<file path="src/rtl/div64_iter.sv">
// Iterative 64-bit signed/unsigned divider: one restoring-division quotient bit per cycle,
// fixed 65-cycle latency, tag carried alongside, deterministic divide-by-zero/overflow results.
module div64_iter #(
    parameter int TAG_W = 6
) (
    input  logic             clk,
    input  logic             reset_n,
    input  logic             flush,
    input  logic             in_valid,
    output logic             in_ready,
    input  logic             in_signed,
    input  logic [63:0]      dividend,
    input  logic [63:0]      divisor,
    input  logic [TAG_W-1:0] in_tag,
    output logic             out_valid,
    input  logic             out_ready,
    output logic [63:0]      quotient,
    output logic [63:0]      remainder,
    output logic [TAG_W-1:0] out_tag,
    output logic             div_by_zero,
    output logic [1:0]       dbg_state
);

    typedef enum logic [1:0] {
        IDLE  = 2'd0,
        BUSY  = 2'd1,
        FIXUP = 2'd2,
        DONE  = 2'd3
    } state_t;

    state_t             state_q, state_d;
    logic [64:0]        rem_q, rem_d;
    logic [63:0]        dvd_q, dvd_d;
    logic [63:0]        dsr_q, dsr_d;
    logic [63:0]        orig_q, orig_d;
    logic [6:0]         cnt_q, cnt_d;
    logic [TAG_W-1:0]   tag_q, tag_d;
    logic               neg_q_flag_q, neg_q_flag_d;
    logic               neg_r_flag_q, neg_r_flag_d;
    logic               zero_q, zero_d;
    logic [63:0]        quot_out_q, quot_out_d;
    logic [63:0]        rem_out_q, rem_out_d;
    logic [TAG_W-1:0]   tag_out_q, tag_out_d;
    logic               dbz_out_q, dbz_out_d;

    logic               sgn_a, sgn_b;
    logic [64:0]        shifted, trial;

    // Handshake: a transfer happens on a rising edge where valid and ready are both high;
    // in_ready and out_valid are pure functions of state.
    assign in_ready    = (state_q == IDLE);
    assign out_valid   = (state_q == DONE);
    assign quotient    = quot_out_q;
    assign remainder   = rem_out_q;
    assign out_tag     = tag_out_q;
    assign div_by_zero = dbz_out_q;
    assign dbg_state   = state_q;

    always_comb begin
        sgn_a   = in_signed & dividend[63];
        sgn_b   = in_signed & divisor[63];
        shifted = {rem_q[63:0], dvd_q[63]};
        trial   = shifted - {1'b0, dsr_q};

        state_d      = state_q;
        rem_d        = rem_q;
        dvd_d        = dvd_q;
        dsr_d        = dsr_q;
        orig_d       = orig_q;
        cnt_d        = cnt_q;
        tag_d        = tag_q;
        neg_q_flag_d = neg_q_flag_q;
        neg_r_flag_d = neg_r_flag_q;
        zero_d       = zero_q;
        quot_out_d   = quot_out_q;
        rem_out_d    = rem_out_q;
        tag_out_d    = tag_out_q;
        dbz_out_d    = dbz_out_q;

        case (state_q)
            IDLE: begin
                if (in_valid) begin
                    dvd_d        = sgn_a ? (~dividend + 64'd1) : dividend;
                    dsr_d        = sgn_b ? (~divisor + 64'd1) : divisor;
                    orig_d       = dividend;
                    tag_d        = in_tag;
                    neg_q_flag_d = sgn_a ^ sgn_b;
                    neg_r_flag_d = sgn_a;
                    zero_d       = (divisor == 64'd0);
                    rem_d        = 65'd0;
                    cnt_d        = 7'd64;
                    state_d      = BUSY;
                end
            end
            BUSY: begin
                // Borrow out of the 65-bit trial means the shifted remainder was below the divisor.
                if (!trial[64]) begin
                    rem_d = trial;
                end else begin
                    rem_d = shifted;
                end
                dvd_d = {dvd_q[62:0], ~trial[64]};
                cnt_d = cnt_q - 7'd1;
                if (cnt_q == 7'd1) begin
                    state_d = FIXUP;
                end
            end
            FIXUP: begin
                // MIN / -1 falls out naturally: magnitude 2^63 negated wraps back to 2^63.
                if (zero_q) begin
                    quot_out_d = '1;
                    rem_out_d  = orig_q;
                end else begin
                    quot_out_d = neg_q_flag_q ? (~dvd_q + 64'd1) : dvd_q;
                    rem_out_d  = neg_r_flag_q ? (~rem_q[63:0] + 64'd1) : rem_q[63:0];
                end
                tag_out_d = tag_q;
                dbz_out_d = zero_q;
                state_d   = DONE;
            end
            DONE: begin
                if (out_ready) begin
                    state_d = IDLE;
                end
            end
            default: state_d = IDLE;
        endcase

        if (flush) begin
            state_d = IDLE;
        end
    end

    always_ff @(posedge clk) begin
        if (!reset_n) begin
            state_q      <= IDLE;
            rem_q        <= '0;
            dvd_q        <= '0;
            dsr_q        <= '0;
            orig_q       <= '0;
            cnt_q        <= '0;
            tag_q        <= '0;
            neg_q_flag_q <= 1'b0;
            neg_r_flag_q <= 1'b0;
            zero_q       <= 1'b0;
            quot_out_q   <= '0;
            rem_out_q    <= '0;
            tag_out_q    <= '0;
            dbz_out_q    <= 1'b0;
        end else begin
            state_q      <= state_d;
            rem_q        <= rem_d;
            dvd_q        <= dvd_d;
            dsr_q        <= dsr_d;
            orig_q       <= orig_d;
            cnt_q        <= cnt_d;
            tag_q        <= tag_d;
            neg_q_flag_q <= neg_q_flag_d;
            neg_r_flag_q <= neg_r_flag_d;
            zero_q       <= zero_d;
            quot_out_q   <= quot_out_d;
            rem_out_q    <= rem_out_d;
            tag_out_q    <= tag_out_d;
            dbz_out_q    <= dbz_out_d;
        end
    end

endmodule

</file>
<file path="config.mk">
export PLATFORM = sky130hd
export DESIGN_NAME = div64_iter
export DESIGN_NICKNAME = d
export VERILOG_FILES = /design/src/rtl/div64_iter.sv
export SDC_FILE = /design/constraint.sdc
export NUM_CORES = 1
export LEC_CHECK = 0
export ABC_CLOCK_PERIOD_IN_PS = 3300
export CORE_ASPECT_RATIO = 0.5
export CORE_MARGIN = 8
export CORE_UTILIZATION = 48
export CTS_CLUSTER_SIZE = 20
export DETAILED_ROUTE_END_ITERATION = 6
export PLACE_DENSITY = 0.78
export SLEW_MARGIN = 40
export SYNTH_ARGS = -nofsm -noshare
export SYNTH_HDL_FRONTEND = slang
export SYNTH_SLANG_ARGS = --single-unit
</file>
<file path="constraint.sdc">
create_clock -name clk -period 3.3 [get_ports clk]
set_input_delay 0.66 -clock clk [delete_from_list [all_inputs] [get_ports clk]]
set_output_delay 0.66 -clock clk [all_outputs]
set_load 0.01 [all_outputs]
</file>
==> reports/qor.yml, run 1 <==
clock_network:
  root_buffer: "clkbuf_16"
  clock-sinks: 409
  cts.path.max_buffers: 3
  clk_pin_slew_ns: 0.07
  cts_tree: "built"
  htree_levels: 2
  clk_latency_ns: 0.57
  cts_buffers: 39
critical_path:
  cp_max_fo: 5
  reg2reg_to: "remainder[57]"
  reg2reg_slack_ns: -0.14
  critPathKind: "reg -> reg"
  r2r_cells: 10
  r2r_start: "rem_q[9]"
  end_kind: "flip-flop"
  cp-start-kind: "flip-flop"
  required_ns: 3.72
  arrival_ns: 3.87
floorplan:
  fp.coreArea_mm2: 0.0522
  start_util_pct: 48.7
  die_w_um: 342
  die_area_mm2: 0.0611
  rows: 59
  ios: 279
  die_y_um: 179
worst_hold_path:
  hold_start: "tag_q[2]"
  hold-path-cell-count: 2
  hold_path_class: "reg -> reg"
  hold_end: "tag_q[2]"
global_route:
  grt_max_degree: 136
  grt_pass1_vias: 24600
  overflow: 0
  antenna_found_initial: 3
  grt_pass1_wl_um: 136000
  grtUsageTotal_pct: 27.1
sta:
  tightest_slew_ns: 0.725
  fin_crit_sh_pct: 104
  hold_viol: 0
  fin_tns_setup_ns: -0.498
  max_freq_mhz: 290
  setup_ws_ns: -0.145
  min_period_ns: 3.44
  skew_ns: 0.0364
  finalMaxSlewViolations: 0
  setup_viol: 5
  rsz0062_at_grt: "yes"
  relSlewSlack_pct: 51.7
status:
  violations: "design-rule violations, negative setup slack"
  status: "finished, violations left"
synthesis:
  syn_nets: 3446
  syn-instance-count: 3231
  syn_area_mm2: 0.0254
  synth_seq_cells: 409
  syn_area_per_cell_um2: 7.87
  ys_types: 78
  synthArstFlopShare_pct: 0
  ys_seq_area_share_pct: 32.2
  synth_flop_cell: "dfxtp_1"
  yosysWarnings: 0
  synth_edf_count: 0
routing:
  avgViaCountPerCell: 5.89
  drt_iter0_drc: 2920
  dr.pass1.iters: 7
  ant_nets: 0
  drt_wl_total_um: 89100
  vias: 26500
  drc: 8
  wl_per_cell_um: 19.8
placed_design:
  io_buffers: 278
  hpwl_um: 66700
  gp_congestion: 0.968
  place_area_mm2: 0.0317
job:
  cap_violations: 0
cells_and_area:
  fill_cells: 4256
  layout-drive-gt1-share_pct: 17.7
  multi_input_area_mm2: 0.0167
  area_growth_pct: 32.9
  seq_area_mm2: 0.00821
  fin_nets: 3987
  final_util_pct: 64.8
  stdcell_area_mm2: 0.0338
power:
  ir_drop_mv: 0.315
  p_total_w: 0.0125
  p_leak_nw: 13.8
  p_per_area_mw_per_mm2: 371
critical path: stages, from the launching register on:
cell,delay (ns)
dfxtp_2,0.32
or4_4,0.55
or4_4,0.43
or2_4,0.24
or4_4,0.51
nor3_4,0.21
nand2_2,0.12
or3_4,0.43
o31ai_4,0.19
xor2_1,0.20
o221ai_1,0.12
sequential cells by signal, summed over array words and instances (netlist names), 2 cells and up:
| name | flops |
|---|---|
| dsr_q | 64 |
| dvd_q | 64 |
| orig_q | 64 |
| quotient | 64 |
| rem_q | 64 |
| remainder | 64 |
| cnt_q | 7 |
| out_tag | 6 |
| tag_q | 6 |
| dbg_state | 2 |
cells in the mapped netlist, types with 5 or more instances:
cell | count | area, µm²
o221ai_1 | 19 | 166
and2_1 | 25 | 156
o41ai_1 | 30 | 263
mux2i_1 | 79 | 791
nor4_1 | 22 | 138
a31oi_1 | 16 | 100
nor3_1 | 43 | 215
nand2b_1 | 21 | 131
inv_1 | 116 | 435
a21oi_1 | 212 | 1060
nand3b_1 | 43 | 323
a21o_1 | 19 | 143
clkbuf_1 | 209 | 785
buf_1 | 10 | 37.5
nand4_1 | 29 | 181
o31ai_1 | 66 | 495
ha_1 | 74 | 926
o211ai_1 | 26 | 195
xnor2_1 | 137 | 1200
or4_1 | 33 | 248
or3_1 | 53 | 332
a222oi_1 | 46 | 460
o2111a_1 | 6 | 67.6
nand3_1 | 56 | 280
o21a_1 | 15 | 113
o21ai_0 | 305 | 1530
a221oi_1 | 8 | 70.1
a32oi_1 | 16 | 140
o211a_1 | 49 | 490
nand2_1 | 447 | 1680
or2_2 | 18 | 113
nor2_1 | 146 | 548
o21bai_1 | 15 | 113
nor2b_1 | 81 | 507
and3_1 | 10 | 62.6
a21boi_0 | 84 | 631
a211o_1 | 5 | 43.8
xor2_1 | 155 | 1360
dfxtp_1 | 409 | 8190
a211oi_1 | 10 | 75.1
worst max-delay path by stage:
stage                           start       endpoint  slack, ns
final                        rem_q[9]  remainder[57]      -0.14
after global routing         rem_q[9]  remainder[57]      -0.24
after CTS                 divisor[15]      dsr_q[59]      -0.15
after detailed placement  divisor[15]      dsr_q[59]      -0.78
after global placement    divisor[15]      dsr_q[59]      -0.75
after floorplan           divisor[15]      dsr_q[59]      -0.26
layout by cell type (no fill, tap or decap), types with 14 or more instances in the layout:
cell type,n
a31oi_1,16
clkbuf_16,39
and2_1,22
or4_1,27
o211a_1,49
a21o_1,19
o211ai_1,26
clkdlybuf4s50_1,265
a21oi_2,16
o21a_1,14
xor2_1,155
inv_1,115
mux2i_1,78
nand2_1,442
or3_1,47
buf_4,425
xnor2_1,134
o221ai_1,19
a21oi_1,195
nand3b_1,43
nor2_1,141
o21ai_0,279
o21bai_1,15
nand2b_1,18
a21boi_0,81
a32oi_1,16
dfxtp_1,396
nor4_1,15
o31ai_1,57
o21ai_1,23
ha_1,59
o41ai_1,24
nor2b_1,80
a222oi_1,46
nor3_1,40
nand3_1,54
nand4_1,29
cell families (layout without fill, tap and decap cells):
group	count (synthesis)	after routing	share of synthesized area (%)
AOI/OAI and AO/OA	982	982	25.5
xor gates and xnor gates	292	292	10.1
adders and majority gates	75	75	3.72
buffers and inverters	340	909	5.04
DFF	409	409	32.2
muxes	80	80	3.15
other	0	3	0
and+or+nand+nor	1053	1053	20.3
layer usage:
metal  part of all wire, %  vias to the layer above  GRT usage (%)
li1                      -                    12700              -
met1                    45                    12600           38.6
met2                    43                     1105           42.0
met3                   8.3                      180           3.89
met4                   3.5                        0           8.79
met5                     0                        -              0
stage by stage:
stage	std cells	setup slack (ns)	hold WS, ns
after floorplan	3231	-0.255	0.434
after global placement	4418	-0.750	0.451
after detailed placement	4418	-0.776	0.460
after CTS	4499	-0.146	0.469
after global routing	4504	-0.236	0.489
final	4504	-0.145	0.468
final cells by class:
| cell class | count | share of cell area [%] |
|---|---|---|
| Clock buffer | 57 | 3.35 |
| Antenna cell | 3 | 0.0222 |
| Inverter | 117 | 1.31 |
| Clock inverter | 12 | 0.277 |
| Multi-Input combinational cell | 2482 | 49.4 |
| Tap cell | 701 | 2.59 |
| Sequential cell | 409 | 24.3 |
| Timing Repair Buffer | 723 | 18.8 |
power breakdown:
part           leakage [nW]  total [W]  switching, W  internal, W
logic                  9.81    0.00273       0.00150      0.00123
clock network         0.598    0.00445       0.00205      0.00240
registers              3.34    0.00537      0.000201      0.00517
total                  13.8     0.0125       0.00375      0.00880
timing repair:
| item | CTS | global route |
|---|---|---|
| pin swaps | 22 | 43 |
| cloned | 4 | 0 |
| gates resized for setup | 62 | 119 |
| hold buffers | 0 | 0 |
| endpoints found under the setup margin | 91 | 114 |
| setup buffers | 8 | 7 |
Power figures use the tool's default switching activity.
==> run 2: changes to the inputs <==
--- a/config.mk
+++ b/config.mk
@@ -5,13 +5,14 @@
 export SDC_FILE = /design/constraint.sdc
 export NUM_CORES = 1
 export LEC_CHECK = 0
+export ABC_AREA = 1
 export ABC_CLOCK_PERIOD_IN_PS = 3300
 export CORE_ASPECT_RATIO = 0.5
 export CORE_MARGIN = 8
 export CORE_UTILIZATION = 48
 export CTS_CLUSTER_SIZE = 20
 export DETAILED_ROUTE_END_ITERATION = 6
-export PLACE_DENSITY = 0.78
+export PLACE_DENSITY = 0.77
 export SLEW_MARGIN = 40
 export SYNTH_ARGS = -nofsm -noshare
 export SYNTH_HDL_FRONTEND = slang
==> run 2 against run 1 <==
Compared with the run above:
- the flow now finishes without violations
- worst hold slack worse by 0.013 ns
- combinational power increased by 43%
- highest routed layer is now met5
- sequential cell count unchanged
- final area up 7.4%
- largest cell class unchanged
- routed wire length grew 48%
==> reports/qor.yml, run 2 <==
cells_and_area:
  seq_area_mm2: 0.00819  # was 0.00821 mm²
  instances_no_fill: 6422  # was 4504
  layout-drive-gt1-share_pct: 4.67  # was 17.7%
  fill_cells: 6458  # was 4256
  multi_input_area_mm2: 0.0188  # was 0.0167 mm²
  area_growth_pct: 17.3  # was 32.9%
  stdcell_area_mm2: 0.0363  # was 0.0338 mm²
  fin_nets: 5772  # was 3987
  final_common_cell: "nand2_1"  # unchanged
  layout.cells.most_common_list: "nand2_1 (1468), inv_1 (845), nor2_1 (609), nand3_1 (422), dfxtp_1 (407)"  # was nand2_1 (442), buf_4 (425), dfxtp_1 (396), o21ai_0 (279), clkdlybuf4s50_1 (265)
synthesis:
  yosysMostFrequentCell: "nand2_1"  # unchanged
  yosysWarnings: 0  # unchanged
  synthTopCellsByArea: "dfxtp_1 (26%), nand2_1 (18%), inv_1 (10%), nor2_1 (7.4%), nand3_1 (6.8%)"  # was dfxtp_1 (32%), nand2_1 (6.6%), o21ai_0 (6.0%), xor2_1 (5.3%), xnor2_1 (4.7%)
  syn_nets: 5561  # was 3446
  synth_seq_cells: 409  # unchanged
  synth.top_cells.by_count: "nand2_1 (1469), inv_1 (847), nor2_1 (611), nand3_1 (422), dfxtp_1 (409)"  # was nand2_1 (447), dfxtp_1 (409), o21ai_0 (305), a21oi_1 (212), clkbuf_1 (209)
  ys_types: 50  # was 78
  ys_seq_area_share_pct: 26.4  # was 32.2%
  synth_edf_count: 0  # unchanged
  yosysTopAreaCell: "dfxtp_1"  # unchanged
  synth_flop_cell: "dfxtp_1"  # unchanged
  synthArstFlopShare_pct: 0  # unchanged
  yosysTopAreaCellShare_pct: 26.4  # was 32.2%
  syn_area_per_cell_um2: 5.80  # was 7.87 µm²
  syn-instance-count: 5346  # was 3231
  syn_area_mm2: 0.0310  # was 0.0254 mm²
sta:
  min_period_ns: 3.04  # was 3.44 ns
  tightest_slew_ns: 0.808  # was 0.725 ns
  setup_ws_ns: 0.264  # was -0.145 ns
  rsz0062_at_grt: "no"  # was yes
  hold_viol: 0  # unchanged
  skew_ns: 0.0267  # was 0.0364 ns
  hold_slack_ns: 0.455  # was 0.468 ns
  max_freq_mhz: 329  # was 290 MHz
  finalMaxSlewViolations: 0  # unchanged
  fin_tns_setup_ns: 0  # was -0.498 ns
  setup_viol: 0  # was 5
  fin_crit_sh_pct: 92.0  # was 104%
  relSlewSlack_pct: 46.1  # was 51.7%
worst_hold_path:
  hold-path-cell-count: 2  # unchanged
  hold_path_class: "reg -> reg"  # unchanged
  hold_start: "orig_q[44]"  # was tag_q[2]
placed_design:
  dpl_worst_slack_ns: 0.135  # was -0.776 ns
  io_buffers: 278  # unchanged
  hpwl_um: 104000  # was 66700 µm
  place_area_mm2: 0.0349  # was 0.0317 mm²
  dp.cells: 6352  # was 4418
  gp_congestion: 1.07  # was 0.968
critical_path:
  r2r_start: "rem_q[27]"  # was rem_q[9]
  critPathKind: "reg -> reg"  # unchanged
  required_ns: 3.77  # was 3.72 ns
  cp-start-kind: "flip-flop"  # unchanged
  cp-startpoint: "rem_q[27]"  # was rem_q[9]
  r2r_cells: 13  # was 10
  arrival_ns: 3.50  # was 3.87 ns
  end_kind: "flip-flop"  # unchanged
  cp_max_fo: 24  # was 5
clock_network:
  cts-resized-gates: 0  # was 62
  clock-sinks: 409  # unchanged
  root_buffer: "clkbuf_16"  # unchanged
  postCtsSetupRepairBufs: 0  # was 8
  htree_levels: 2  # unchanged
  cts.path.max_buffers: 3  # unchanged
  cts_tree: "built"  # unchanged
  postCtsHoldBufs: 0  # unchanged
  clk_pin_slew_ns: 0.07  # about the same
  clk_latency_ns: 0.61  # was 0.57 ns
  cts_buffers: 40  # was 39
power:
  p_seq_share_pct: 37.2  # was 42.8%
  p_leak_nw: 17.2  # was 13.8 nW
  switchingPower_w: 0.00512  # was 0.00375 W
  switching_share_pct: 34.8  # was 29.8%
  clkPwrFrac_pct: 36.3  # was 35.4%
  power.internal_w: 0.00962  # was 0.00880 W
  p_per_area_mw_per_mm2: 406  # was 371 mW/mm²
  ir_drop_mv: 0.351  # was 0.315 mV
  p_comb_share_pct: 26.5  # was 21.8%
global_route:
  grtUsageTotal_pct: 34.0  # was 27.1%
  grt_pass1_vias: 33700  # was 24600
  grt_pass1_wl_um: 198000  # was 136000 µm
  overflow: 0  # unchanged
  antenna_found_initial: 4  # was 3
  grt_max_degree: 155  # was 136
floorplan:
  start_util_pct: 48.8  # was 48.7%
  ios: 279  # unchanged
  die_y_um: 196  # was 179 µm
  die_area_mm2: 0.0734  # was 0.0611 mm²
  die_w_um: 375  # was 342 µm
  fp.coreArea_mm2: 0.0634  # was 0.0522 mm²
  rows: 65  # was 59
routing:
  drc: 0  # was 8
  dr.pass1.iters: 7  # unchanged
  avgViaCountPerCell: 5.64  # was 5.89
  drt_wl_total_um: 131000  # was 89100 µm
  wl_per_cell_um: 20.5  # was 19.8 µm
  drt_iter0_drc: 4292  # was 2920
  ant_nets: 0  # unchanged
  vias: 36200  # was 26500
job:
  cap_violations: 0  # unchanged
status:
  status: "finished clean"  # was finished, violations left
-- run 2: cell count changes after synthesis, sizes merged, moves of 80 or more --
cell,before,now
a21oi,212,360
nand3,56,432
a31oi,16,96
inv,117,857
nor2b,81,0
nor2,146,637
nand2,448,1493
a21boi,84,0
xnor2,137,37
-- run 2: critical path, cell delays in order (launching register included) --
cell and delay, ns:
dfxtp_1 0.62, ha_1 0.39, nand2_1 0.14, nor2_1 0.23, inv_1 0.15, nor3_2 0.33, nand2_2 0.10, nand2_2 0.11
nand2_4 0.08, nand3_2 0.13, buf_4 0.30, nand3_1 0.14, nand3_1 0.11, a21oi_1 0.06
-- run 2: power by group through the flow --
| stage | sequential [W] | clock [W] | combinational (W) |
|---|---|---|---|
| 2_1_floorplan | 0.00554 | 0 | 0.00234 |
| 3_3_place_gp | 0.00557 | 0 | 0.00376 |
| 3_5_place_dp | 0.00558 | 0 | 0.00378 |
| 4_1_cts | 0.00547 | 0.00539 | 0.00382 |
| 5_1_grt | 0.00551 | 0.00557 | 0.00423 |
| 6_report | 0.00548 | 0.00536 | 0.00390 |
-- run 2: final cells by class --
type | count | area share (%)
Clock buffer | 46 | 2.84
Antenna cell | 1 | 0.00688
Multi-Input combinational cell | 3877 | 51.7
Timing Repair Buffer | 369 | 9.94
Inverter | 860 | 8.91
Tap cell | 837 | 2.88
Clock inverter | 23 | 1.19
Sequential cell | 409 | 22.5
-- run 2: per-layer routing --
metal	global-route usage (%)	routed length [µm]	vias up
met5	0	13	-
met4	12.8	5540	2
met3	5.56	12800	261
met2	53.1	55600	1726
met1	47.1	57500	16700
li1	-	-	17500
-- run 2: logic make-up after synthesis --
kind of cell / synth area share [%]
AOI/OAI and AO/OA: 15.5
xor gates and xnor gates: 3.51
adders and majority gates: 3.05
buffers and inverters: 13.0
DFF: 26.4
and+or+nand+nor: 38.5
-- run 2: path summary, 6_finish.rpt --
kind	to	slack, ns
min reg2reg	orig_q[44]	0.46
max reg2reg	rem_q[5]	0.26
max	rem_q[5]	0.26
min	orig_q[44]	0.46
-- run 2: stage by stage --
step | util, % | power, W
2_1_floorplan | - | 0.00788
3_3_place_gp | 55.0 | 0.00933
3_5_place_dp | 55.0 | 0.00936
4_1_cts | 57.3 | 0.0147
5_1_grt | 57.3 | 0.0153
6_report | 57.3 | 0.0147
